## src/rtl/lfsr_stimulus_bank.sv

```systemverilog
// Multi-channel pseudo-random stimulus source. Each channel owns a 32-bit
// Galois LFSR; the bank also folds DUT outputs into a rotate-XOR signature
// and exposes a single registered parity bit so the DUT logic stays live.
module lfsr_stimulus_bank #(
  parameter int unsigned NUM_CH    = 8,
  parameter int unsigned WIDTH     = 32,
  parameter logic [31:0] SEED_BASE = 32'd3,
  parameter logic [31:0] SEED_STEP = 32'd2,
  parameter int unsigned SIG_WIDTH = 32
) (
  input  logic                      clk,
  input  logic                      reset,
  input  logic                      en,
  input  logic [1:0]                mode,
  input  logic                      step,
  input  logic [NUM_CH-1:0]         ch_en,
  output logic [NUM_CH*WIDTH-1:0]   stim_out,
  output logic [31:0]               adv_count,
  input  logic [SIG_WIDTH-1:0]      sig_in,
  output logic                      sig_out
);

  // x^32 + x^22 + x^2 + x + 1, maximal length
  localparam logic [31:0] Poly = 32'h80200003;

  typedef enum logic [1:0] {
    ModeFree   = 2'b00,
    ModeStep   = 2'b01,
    ModeHold   = 2'b10,
    ModeReload = 2'b11
  } mode_e;

  // A computed seed of zero would lock the LFSR, so it is replaced by 1.
  function automatic logic [31:0] chan_seed(input int unsigned idx);
    logic [31:0] s;
    s = SEED_BASE + SEED_STEP * idx;
    return (s == 32'd0) ? 32'd1 : s;
  endfunction

  function automatic logic [31:0] lfsr_next(input logic [31:0] s);
    return (s >> 1) ^ (s[0] ? Poly : 32'd0);
  endfunction

  mode_e mode_sel;
  logic  adv;
  logic  reload;

  assign mode_sel = mode_e'(mode);
  assign reload   = (mode_sel == ModeReload);
  // Hold mode falls out naturally: neither reload nor adv can be true.
  assign adv      = en && ((mode_sel == ModeFree) || ((mode_sel == ModeStep) && step));

  for (genvar i = 0; i < NUM_CH; i++) begin : g_ch
    logic [31:0] state_q;
    logic [31:0] state_d;

    // Next state: reload beats advance; otherwise hold.
    always_comb begin
      state_d = state_q;
      if (reload) begin
        state_d = chan_seed(i);
      end else if (adv && ch_en[i]) begin
        state_d = lfsr_next(state_q);
      end
    end

    // Channel state register, reset to the channel seed.
    always_ff @(posedge clk) begin
      if (reset) begin
        state_q <= chan_seed(i);
      end else begin
        state_q <= state_d;
      end
    end

    assign stim_out[i*WIDTH +: WIDTH] = state_q[WIDTH-1:0];
  end

  logic [31:0] adv_count_q;

  // Counts advance cycles even when every channel is masked off.
  always_ff @(posedge clk) begin
    if (reset) begin
      adv_count_q <= 32'd0;
    end else if (adv) begin
      adv_count_q <= adv_count_q + 32'd1;
    end
  end

  assign adv_count = adv_count_q;

  logic [SIG_WIDTH-1:0] sig_q;
  logic [SIG_WIDTH-1:0] sig_d;
  logic                 sig_out_q;

  // Rotate-left then fold in the DUT outputs.
  always_comb begin
    sig_d = {sig_q[SIG_WIDTH-2:0], sig_q[SIG_WIDTH-1]} ^ sig_in;
  end

  // Signature and its parity run every cycle regardless of en and mode.
  always_ff @(posedge clk) begin
    if (reset) begin
      sig_q     <= '0;
      sig_out_q <= 1'b0;
    end else begin
      sig_q     <= sig_d;
      sig_out_q <= ^sig_q;
    end
  end

  assign sig_out = sig_out_q;

endmodule
```

## config.mk

```make
export PLATFORM = sky130hd
export DESIGN_NAME = lfsr_stimulus_bank
export DESIGN_NICKNAME = d
export VERILOG_FILES = /design/src/rtl/lfsr_stimulus_bank.sv
export SDC_FILE = /design/constraint.sdc
export NUM_CORES = 1
export LEC_CHECK = 0
export BUFFER_PORTS_ARGS = -buffer_cell sky130_fd_sc_hd__buf_2
export CAP_MARGIN = 10
export CELL_PAD_IN_SITES_DETAIL_PLACEMENT = 0
export CELL_PAD_IN_SITES_GLOBAL_PLACEMENT = 1
export CORE_MARGIN = 10
export CORE_UTILIZATION = 42
export CTS_BUF_LIST = sky130_fd_sc_hd__clkbuf_4
export DETAILED_ROUTE_END_ITERATION = 6
export PLACE_DENSITY_LB_ADDON = 0.1
export SETUP_SLACK_MARGIN = 0.1
export SYNTH_ARGS = -nofsm -noshare
export SYNTH_HDL_FRONTEND = slang
export SYNTH_SLANG_ARGS = --single-unit
```

## constraint.sdc

```tcl
create_clock -name clk -period 4.7 [get_ports clk]
set_input_delay 0.47 -clock clk [delete_from_list [all_inputs] [get_ports clk]]
set_output_delay 0.47 -clock clk [all_outputs]
set_load 0.01 [all_outputs]
```

==> impl_summary.log <==
INFO  metric synth_enable_flop_cells = 0
INFO  metric final_core_util = 0.536
INFO  metric floorplan.die_area = around 0.035 mm^2
INFO  metric drv_slew = 0
INFO  metric vias = 10500
INFO  metric grt_max_degree = a little over 80
INFO  metric grt_antenna_before_repair = 2
INFO  metric whs_path_depth = 3
INFO  metric hold_viol = 0
INFO  metric post_drt_via_cell_ratio = approximately 4.8
INFO  metric layout.cells.most_common = nand2_1
INFO  metric fp.dieH = between 150 and 200 um
INFO  metric totalNegativeSetupSlack = 0 ps
INFO  metric drc_errors = 0
INFO  metric power.static_leakage = between 6 and 7 nW
INFO  metric crit_fanout = 31
INFO  metric dp_cells = just over 2000
INFO  metric finish.cell_count_without_fillers = 2200
INFO  metric clock_path_buffers = 3
INFO  metric syn-num-nets = between 1000 and 1500
INFO  metric first_iter_violations = 524
INFO  metric cts_tree = done
INFO  metric grt_use_total = 0.185
INFO  metric synth_area_per_cell = just over 8 um^2
INFO  metric status = completed
INFO  metric starting_density_of_the_core = 0.424
INFO  metric r2r_slack = between 2000 and 3000 ps
INFO  metric fin_total_pwr = between 0.005 and 0.006 W
INFO  metric grt_pass1_vias = about 10000
INFO  metric fin_nets = 1819
INFO  metric max_cap_viol_count = 0
INFO  metric timing.hold.worst.class = input pin to flop
INFO  metric min_period_over_period = 0.521
INFO  metric hold_path.startpoint = sig_in[0]
INFO  metric r2r-end = adv_count[30]$_SDFFE_PP0N_
INFO  metric timing.max_slew.rel_slack = 0.198
INFO  metric final_cell_mix = nand2_1 (487), buf_2 (334), dfxtp_1 (321)
INFO  metric synthXorXnorAreaFrac = 0.0808
INFO  metric timing.final.setup_violations = 0
INFO  metric post_synth_and_or_nand_nor_area_fraction = 0.219
INFO  metric grt_overflow = 0
INFO  metric synth_cell_type_count = 32
INFO  metric whs_endpoint = sig_q[0]$_SDFF_PP0_
INFO  metric synth_warnings = 0
INFO  metric cts.sink_count = 321
INFO  metric syn_inst = ~1400
INFO  metric worst_clock_skew = 50.3 ps
INFO  metric power-per-cell-area = 370 mW/mm^2
INFO  metric finalHoldWorstSlack = 63.4 ps
INFO  metric cts_resized = 0
INFO  metric path_clk_slew = 60 ps
INFO  metric main_combinational_cell_family_by_area_after_synthesis = simple AND/OR/NAND/NOR gates
INFO  metric rsz0062_at_grt = no
INFO  metric synth.mux.area_fraction = 0.000855
INFO  metric cell_depth_of_the_worst_flop_to_flop_path = 7
INFO  metric yosysSeqAreaShare = 0.549
INFO  metric drive_gt1_frac = 0.265
INFO  metric place.gp.congestion = around 0.78
INFO  metric die_width = roughly 190 um
INFO  metric grt_pass1_wl = between 50000 and 60000 um
INFO  metric r2r_start = adv_count[0]$_SDFFE_PP0N_
INFO  metric route.antenna.remaining_nets = 0
INFO  metric critical_path.endpoint_type = flop
INFO  metric yosys_register_bits = 321
INFO  metric route.final.wire_length = around 34000 um
INFO  metric coreArea = about 0.028 mm^2
INFO  metric dominantRegCellSynth = dfxtp_1
INFO  metric post_drt_wl_per_cell = ~16 um
INFO  metric cts_post_setup_buffers_inserted = 0
INFO  metric post_synth_fa_ha_maj_area_fraction = 0.00107
INFO  metric tightest_slew = 1200 ps
INFO  metric initial_drt_pass_iterations = 5
INFO  metric netlist_area = around 0.012 mm^2
INFO  metric worst_setup_path_start_kind = input pin
INFO  metric max-vdd-ir-drop = around 0.00022 V
INFO  metric h_tree_levels = 3
INFO  metric worst-endpoint-arrival = 2960 ps
INFO  metric synth-async-reset-ratio = 0
INFO  metric buffer_cell_driving_the_clock_tree_root = clkbuf_4
INFO  metric post-dp-hpwl = approximately 23000 um
INFO  metric top_level_ports = 335
INFO  metric rows = between 60 and 70
INFO  metric fmax = around 410 MHz
INFO  metric critical_path_class = input pin to flop
INFO  metric clk-insertion-delay-late = approximately 690 ps
INFO  metric final_period_minus_worst_setup_slack = 2450 ps
INFO  metric synthToLayoutAreaGrowth = 26.4%
INFO  metric complex_gate_fraction_of_the_synthesized_area = 0.115
INFO  metric cp.required = approximately 5200 ps
INFO  metric total_of_buffers_placed_on_input_and_output_ports = about 330
INFO  metric cts-buffers-inserted = 85
-- sequential cells by signal, indices dropped and copies added (netlist names) --
| register | cells |
|---|---|
| sig_q | 32 |
| adv_count | 32 |
| sig_out | 1 |
| g_ch.state_q | 256 |
-- layer usage --
layer	part of all wire	track usage	vias to the layer above	routed length [um]
met4	0.030	0.0850	0	1010
met1	0.42	0.214	4764	14400
met5	0	0	-	0
met3	0.087	0.0733	64	2980
met2	0.46	0.298	304	15800
li1	-	-	5322	-
-- power by group --
part,switching [W],internal [W]
sequential,0.0000392,0.00277
clock,0.00108,0.00119
combinational,0.000224,0.000180
-- logic make-up (layout without fill, tap and decap cells) --
kind of cell / Yosys count / count (layout)
adders and majority gates: 1 / 1
and+or+nand+nor: 627 / 627
buffers and inverters: 96 / 501
AOI/OAI and AO/OA: 261 / 261
other: 0 / 2
muxes: 1 / 1
DFF: 321 / 321
xor gates and xnor gates: 108 / 108
-- Yosys cell counts (2+ instances only) --
library cell	number	share of area
nand3_1	17	0.0073
nor4_4	2	0.0036
and3_1	21	0.011
and4_2	2	0.0017
and4_1	4	0.0030
nor2_1	75	0.024
o211ai_1	4	0.0026
buf_2	22	0.0094
clkbuf_4	2	0.0013
nand2_1	487	0.16
nand4_1	7	0.0037
a211oi_1	12	0.0077
and2_2	2	0.0013
clkbuf_1	71	0.023
a21oi_1	234	0.10
o21ai_0	10	0.0043
dfxtp_1	321	0.55
xor2_1	28	0.021
nor3_1	2	0.00085
xnor2_1	80	0.060
-- worst max-delay path by stage --
stage                                    from                               to  slack (ps)
finish                                mode[0]  g_ch[2].state_q[1]$_SDFFE_PP1P_        2250
global route                          mode[0]  g_ch[0].state_q[4]$_SDFFE_PP0P_        2060
CTS                                   mode[0]  g_ch[0].state_q[1]$_SDFFE_PP1P_        2250
detailed placement                    mode[0]  g_ch[2].state_q[1]$_SDFFE_PP1P_        1510
global placement                      mode[0]  g_ch[4].state_q[1]$_SDFFE_PP1P_        1590
floorplan           adv_count[0]$_SDFFE_PP0N_       adv_count[28]$_SDFFE_PP0N_        2890
-- layout make-up --
type / instances / area [um^2]
diodes: 2 / 5.00
clock buffers: 123 / 923
clock inverters: 12 / 62.6
fillers: 2831 / 12800
inverters: 1 / 3.75
multi-input cells: 998 / 4900
flip-flops and latches: 321 / 6430
well taps: 378 / 473
repair buffers: 365 / 2010
-- worst max-delay path, stage by stage --
cell      delay [ps]
buf_2            120
nand2b_1         420
and2_1           730
nand2_1          820
nand2_1          270
o211ai_1         110
-- stage by stage --
step | area, um^2 | worst slack, ps
after floorplan | 11700 | 2890
after global placement | 13500 | 1590
after detailed placement | 13500 | 1510
after CTS | 14800 | 2250
after global routing | 14800 | 2060
final | 14800 | 2250
-- what timing repair did --
| item | 4_1_cts | 5_1_grt |
|---|---|---|
| hold endpoints to repair | 23 | 0 |
| hold buffers | 23 | 0 |
| endpoints found under the setup margin | 0 | 0 |
(Power assumes the default switching activity.)
